==> config.mk <==
export PLATFORM = sky130hd
export DESIGN_NAME = prach_ditfft3_combine
export DESIGN_NICKNAME = d
export VERILOG_FILES = /design/src/rtl/prach_ditfft3_combine.sv
export SDC_FILE = /design/constraint.sdc
export NUM_CORES = 2
export LEC_CHECK = 0
export CAP_MARGIN = 25
export CELL_PAD_IN_SITES_DETAIL_PLACEMENT = 1
export CELL_PAD_IN_SITES_GLOBAL_PLACEMENT = 1
export CORE_UTILIZATION = 46
export CTS_CLUSTER_SIZE = 16
export DETAILED_ROUTE_END_ITERATION = 10
export GPL_TIMING_DRIVEN = 0
export PLACE_DENSITY = 0.78
export SYNTH_ARGS = -nofsm -noshare
export SYNTH_HDL_FRONTEND = slang
export SYNTH_SLANG_ARGS = --single-unit
export TNS_END_PERCENT = 100
==> constraint.sdc <==
create_clock -name clk -period 7.4 [get_ports clk]
set_input_delay 1.85 -clock clk [delete_from_list [all_inputs] [get_ports clk]]
set_output_delay 1.85 -clock clk [all_outputs]
set_load 0.01 [all_outputs]
==> src/rtl/prach_ditfft3_combine.sv <==
// Radix-3 DIT output combiner: turns (x0, s=x1+x2, d=x1-x2) into X0/X1/X2, scaled by 1/2 and emitted as a 3-cycle burst.
// Build option: define PRACH_DITFFT3_COMBINE_SAT_EN to saturate results to 18 bits instead of wrapping.
module prach_ditfft3_combine (
  input  logic        clk,
  input  logic        rst_n,
  input  logic [17:0] din_dr,
  input  logic [17:0] din_di,
  input  logic        din_dv,
  input  logic        sync_in,
  output logic [17:0] dout_dr,
  output logic [17:0] dout_di,
  output logic        dout_dv,
  output logic        sync_out
);
  localparam int STAGES = 3;
  localparam logic signed [39:0] C_R3 = 40'sd113512;

  typedef enum logic [1:0] {PH_X0, PH_S, PH_D} phase_t;

  phase_t phase_q, phase_d;
  logic   cap_x0, cap_s, done;

  logic signed [17:0] x0r_q, x0i_q, sr_q, si_q;
  logic               spend_q;
  logic signed [17:0] gx0r_q, gx0i_q, gsr_q, gsi_q, gdr_q, gdi_q;
  logic signed [39:0] v0r_q, v0i_q, v1r_q, v1i_q, v2r_q, v2i_q;
  logic signed [39:0] v0r_d, v0i_d, v1r_d, v1i_d, v2r_d, v2i_d;
  logic [17:0]        r0r_q, r0i_q, r1r_q, r1i_q, r2r_q, r2i_q;
  logic [35:0]        b1_q, b2_q;
  logic [1:0]         rem_q;
  logic [STAGES:0]    vld_pipe_q, syn_pipe_q;

  // A synced beat always restarts the group, dropping any partial one.
  always_comb begin
    phase_d = phase_q;
    cap_x0  = 1'b0;
    cap_s   = 1'b0;
    done    = 1'b0;
    if (din_dv) begin
      if (sync_in || phase_q == PH_X0) begin
        cap_x0  = 1'b1;
        phase_d = PH_S;
      end else if (phase_q == PH_S) begin
        cap_s   = 1'b1;
        phase_d = PH_D;
      end else begin
        done    = 1'b1;
        phase_d = PH_X0;
      end
    end
  end

  always_comb begin
    logic signed [39:0] x0r, x0i, sr, si, dr, di, base_r, base_i, rot_r, rot_i;
    x0r = gx0r_q; x0i = gx0i_q; sr = gsr_q; si = gsi_q; dr = gdr_q; di = gdi_q;
    base_r = (x0r <<< 17) - (sr <<< 16);
    base_i = (x0i <<< 17) - (si <<< 16);
    rot_r  = C_R3 * di;
    rot_i  = C_R3 * dr;
    v0r_d  = (x0r + sr) <<< 17;
    v0i_d  = (x0i + si) <<< 17;
    v1r_d  = base_r + rot_r;
    v1i_d  = base_i - rot_i;
    v2r_d  = base_r - rot_r;
    v2i_d  = base_i + rot_i;
  end

  function automatic logic [17:0] rnd_red(input logic signed [39:0] v);
    logic signed [39:0] t;
    t = (v + 40'sd131072) >>> 18;
`ifdef PRACH_DITFFT3_COMBINE_SAT_EN
    if (t > 40'sd131071)       rnd_red = 18'h1ffff;
    else if (t < -40'sd131072) rnd_red = 18'h20000;
    else                       rnd_red = t[17:0];
`else
    rnd_red = t[17:0];
`endif
  endfunction

  always_ff @(posedge clk or negedge rst_n) begin
    if (!rst_n) begin
      phase_q    <= PH_X0;
      x0r_q <= '0; x0i_q <= '0; sr_q <= '0; si_q <= '0; spend_q <= 1'b0;
      gx0r_q <= '0; gx0i_q <= '0; gsr_q <= '0; gsi_q <= '0; gdr_q <= '0; gdi_q <= '0;
      v0r_q <= '0; v0i_q <= '0; v1r_q <= '0; v1i_q <= '0; v2r_q <= '0; v2i_q <= '0;
      r0r_q <= '0; r0i_q <= '0; r1r_q <= '0; r1i_q <= '0; r2r_q <= '0; r2i_q <= '0;
      b1_q <= '0; b2_q <= '0; rem_q <= '0;
      vld_pipe_q <= '0; syn_pipe_q <= '0;
      dout_dr <= '0; dout_di <= '0; dout_dv <= 1'b0; sync_out <= 1'b0;
    end else begin
      phase_q <= phase_d;
      if (cap_x0) begin
        x0r_q   <= din_dr;
        x0i_q   <= din_di;
        spend_q <= sync_in;
      end
      if (cap_s) begin
        sr_q <= din_dr;
        si_q <= din_di;
      end
      if (done) begin
        gx0r_q <= x0r_q; gx0i_q <= x0i_q;
        gsr_q  <= sr_q;  gsi_q  <= si_q;
        gdr_q  <= din_dr; gdi_q <= din_di;
      end
      vld_pipe_q <= {vld_pipe_q[STAGES-1:0], done};
      syn_pipe_q <= {syn_pipe_q[STAGES-1:0], done & spend_q};
      if (vld_pipe_q[0]) begin
        v0r_q <= v0r_d; v0i_q <= v0i_d;
        v1r_q <= v1r_d; v1i_q <= v1i_d;
        v2r_q <= v2r_d; v2i_q <= v2i_d;
      end
      if (vld_pipe_q[1]) begin
        r0r_q <= rnd_red(v0r_q); r0i_q <= rnd_red(v0i_q);
        r1r_q <= rnd_red(v1r_q); r1i_q <= rnd_red(v1i_q);
        r2r_q <= rnd_red(v2r_q); r2i_q <= rnd_red(v2i_q);
      end
      // X1/X2 are parked so the next group can reuse the round stage mid-burst.
      if (vld_pipe_q[STAGES]) begin
        dout_dr  <= r0r_q;
        dout_di  <= r0i_q;
        b1_q     <= {r1r_q, r1i_q};
        b2_q     <= {r2r_q, r2i_q};
        rem_q    <= 2'd2;
        dout_dv  <= 1'b1;
        sync_out <= syn_pipe_q[STAGES];
      end else if (rem_q != 2'd0) begin
        {dout_dr, dout_di} <= b1_q;
        b1_q     <= b2_q;
        rem_q    <= rem_q - 2'd1;
        dout_dv  <= 1'b1;
        sync_out <= 1'b0;
      end else begin
        dout_dv  <= 1'b0;
        sync_out <= 1'b0;
      end
    end
  end
endmodule
==> run metrics <==
gr usage total 0.296; # setup viols final 48; global-route wire length before repair 207 mm; CP startpoint kind register; Netlist Area Pre-Place ~40000 µm²; Clock Path Buffers 3; Port Buffers 77; Clock Root Buffer clkbuf_16; GR Overflow Total 0; Critical Path Fanout Max 4; Post-DRT Antenna Nets 0; Slew headroom 0.236; Finished Layout Cells between 5000 and 6000; failing checks setup timing; ys async rst share 1.00; CTS tree built; NumNets Final 5255; top area cells in the synthesized netlist dfrtp_1 (32%), fa_1 (13%), ha_1 (12%), inv_1 (5.8%), mux2_2 (4.4%); CORE AREA about 87000 µm²; number of synthesized register bits between 500 and 600; final hold violations 0; initial antenna violation count 7; Inst Count DP 5507; Setup CP Type reg -> reg; via count of the routed design 33486; Die X-Extent between 200 and 300 µm; Die H around 300 µm; final period utilization 1.08; data required time of the worst path between 7 and 8 ns; synth unique cells ~80; MaxCap Viol Count 0; row count 108; status finished with violations; clk_skew roughly 0.034 ns; critical path's most frequent cell fa_1; Crit. End Element register; YS warnings 0; CTS Buf Count 56; fin. max-slew vios 0; Worst Tran Pin Value about 1.1 ns; DR pass1 iterations 6; Die Footprint between 80000 and 90000 µm²; drt wl/cell roughly 26 µm; H-tree levels 2; Synth Instances approximately 4300; Initial DRC Count about 2500; IO Pins between 70 and 80; hold_buf cts 0; Sink Count approximately 530; Hold Crit Class reg -> reg; GPL Wtd Cong approximately 0.89; Final Routed Wirelength approximately 150 mm; Period minus WS final between 7 and 8 ns; DRC errors left 0; Avg Synthesized Cell Area about 9.5 µm²; maximum clock frequency 125 MHz; unrepaired setup endpoints after global routing true; Post-synth top flop dfrtp_1; Crit path arrival time approximately 8.6 ns; Final HPWL DP about 100 mm; Layout area overhead 19.4%; EDFF count, synth 0; Starting Density 0.467; layout cell share with drive strength beyond 1 0.171; largest net degree at the start of global routing between 100 and 150; sequential share of the synthesized area 0.322; post-synth net total ~5000; Clock transition at path regs 0.07 ns; Worst-Skew Late Latency 0.64 ns; slowest CP cell fa_1; post-synth top area cell dfrtp_1; Worst Slack Setup Final -0.596 ns; largest stage delay on the critical path 0.63 ns; antenna cells 0; vias in the first global route 34747; top cell type's share of synthesized area 0.322; Vias per Instance 5.81
## layout make-up
cell class	count	area [µm²]
Fill cell	9618	38600
Multi-Input combinational cell	2967	26800
Sequential cell	525	13200
Inverter	633	2390
Timing Repair Buffer	254	2280
Clock buffer	73	1550
Tap cell	1155	1450
Buffer	125	490
Clock inverter	32	485
## cell usage in the layout (no fill, tap or decap), types with 81 or more instances in the layout
| cell | instances |
|---|---|
| mux2i_1 | 81 |
| a21oi_1 | 251 |
| fa_1 | 266 |
| ha_1 | 306 |
| nor2_1 | 245 |
| inv_1 | 600 |
| o21ai_0 | 187 |
| xor2_1 | 107 |
| nand2_1 | 407 |
| mux2_2 | 155 |
| buf_4 | 153 |
| xnor2_1 | 132 |
| dfrtp_1 | 496 |
| clkbuf_1 | 109 |
## layer usage
layer,global-route usage,vias to the layer above,share of wire
met2,0.478,1273,0.46
met1,0.416,16984,0.42
li1,-,14736,-
met4,0.106,6,0.063
met3,0.0280,487,0.054
met5,0,-,0.00033
## flip-flops by register name, indices dropped and copies added, names as in the netlist, 19 cells and up
name   flops
v1i_q     19
v0r_q     19
v0i_q     19
v2i_q     19
b2_q      36
v2r_q     19
v1r_q     19
b1_q      36
## what timing repair did
| action | CTS | global route |
|---|---|---|
| pin swaps | 129 | 170 |
| gates resized for setup | 251 | 220 |
| endpoints found under the setup margin | 59 | 56 |
| setup buffers | 92 | 81 |
## synthesized netlist by cell type, types with 22 or more instances
| cell | instances |
|---|---|
| fa_1 | 272 |
| nor2b_1 | 24 |
| nand2_1 | 416 |
| a21oi_1 | 290 |
| mux2_2 | 160 |
| nand3_1 | 82 |
| o21bai_1 | 31 |
| xnor2_1 | 156 |
| nor2_1 | 259 |
| and3_1 | 32 |
| dfrtp_1 | 525 |
| nand4_1 | 37 |
| a21o_1 | 69 |
| ha_1 | 381 |
| nand2b_1 | 26 |
| o21ai_0 | 205 |
| nor3_1 | 37 |
| o21a_1 | 22 |
| mux2i_1 | 81 |
| clkbuf_1 | 123 |
| inv_1 | 633 |
| xor2_1 | 118 |
## final timing paths
path                                  to  slack (ns)  cells after the start           from
setup / recovery               v1r_q[35]       -0.60                     28       gdi_q[6]
hold / removal             vld_pipe_q[3]        0.35                      0  vld_pipe_q[2]
setup reg to reg               v1r_q[35]       -0.60                     28       gdi_q[6]
hold reg to reg            vld_pipe_q[3]        0.35                      0  vld_pipe_q[2]
max in group asynchronous      v1i_q[24]        4.27                      4          rst_n
min in group asynchronous       b1_q[19]        1.17                      1          rst_n
## cell families (layout without fill, tap and decap cells)
logic type               after synthesis  after routing  share of synthesized area
AO/OA/AOI/OAI                        805            805                      0.123
XOR/XNOR                             274            274                     0.0589
adder cells (fa/ha/maj)              653            653                      0.251
buffers and inverters                778           1117                     0.0717
flip-flops                           525            525                      0.322
multiplexers                         241            241                     0.0641
AND/OR/NAND/NOR                      994            994                      0.109
## worst max-delay path: cells and delay by family, from the launching register on
| kind | cells | cell delay [ns] |
|---|---|---|
| adder cells (fa/ha/maj) | 8 | 3.57 |
| flip-flops | 1 | 0.49 |
| XOR/XNOR | 1 | 0.16 |
| AND/OR/NAND/NOR | 5 | 1.01 |
| AO/OA/AOI/OAI | 10 | 2.28 |
| buffers and inverters | 4 | 0.41 |
## stage by stage
| step | TNS [ns] | cell area (µm²) | worst slack, ns | utilization | hold WS, ns |
|---|---|---|---|---|---|
| after detailed placement | -32.23 | 43100 | -1.04 | 0.494 | 0.336 |
| final | -12.53 | 48700 | -0.596 | 0.557 | 0.353 |
| after global routing | -20.34 | 48700 | -0.748 | 0.557 | 0.354 |
| after floorplan | -0.0122 | 40800 | -0.0122 | - | 0.331 |
| after global placement | - | 43000 | -19.23 | 0.492 | 0.334 |
| after CTS | -1.23 | 47000 | -0.124 | 0.538 | 0.351 |
Power is not shown: default switching activity piles up to over one toggle a cycle in this logic, so the estimate is an artifact.
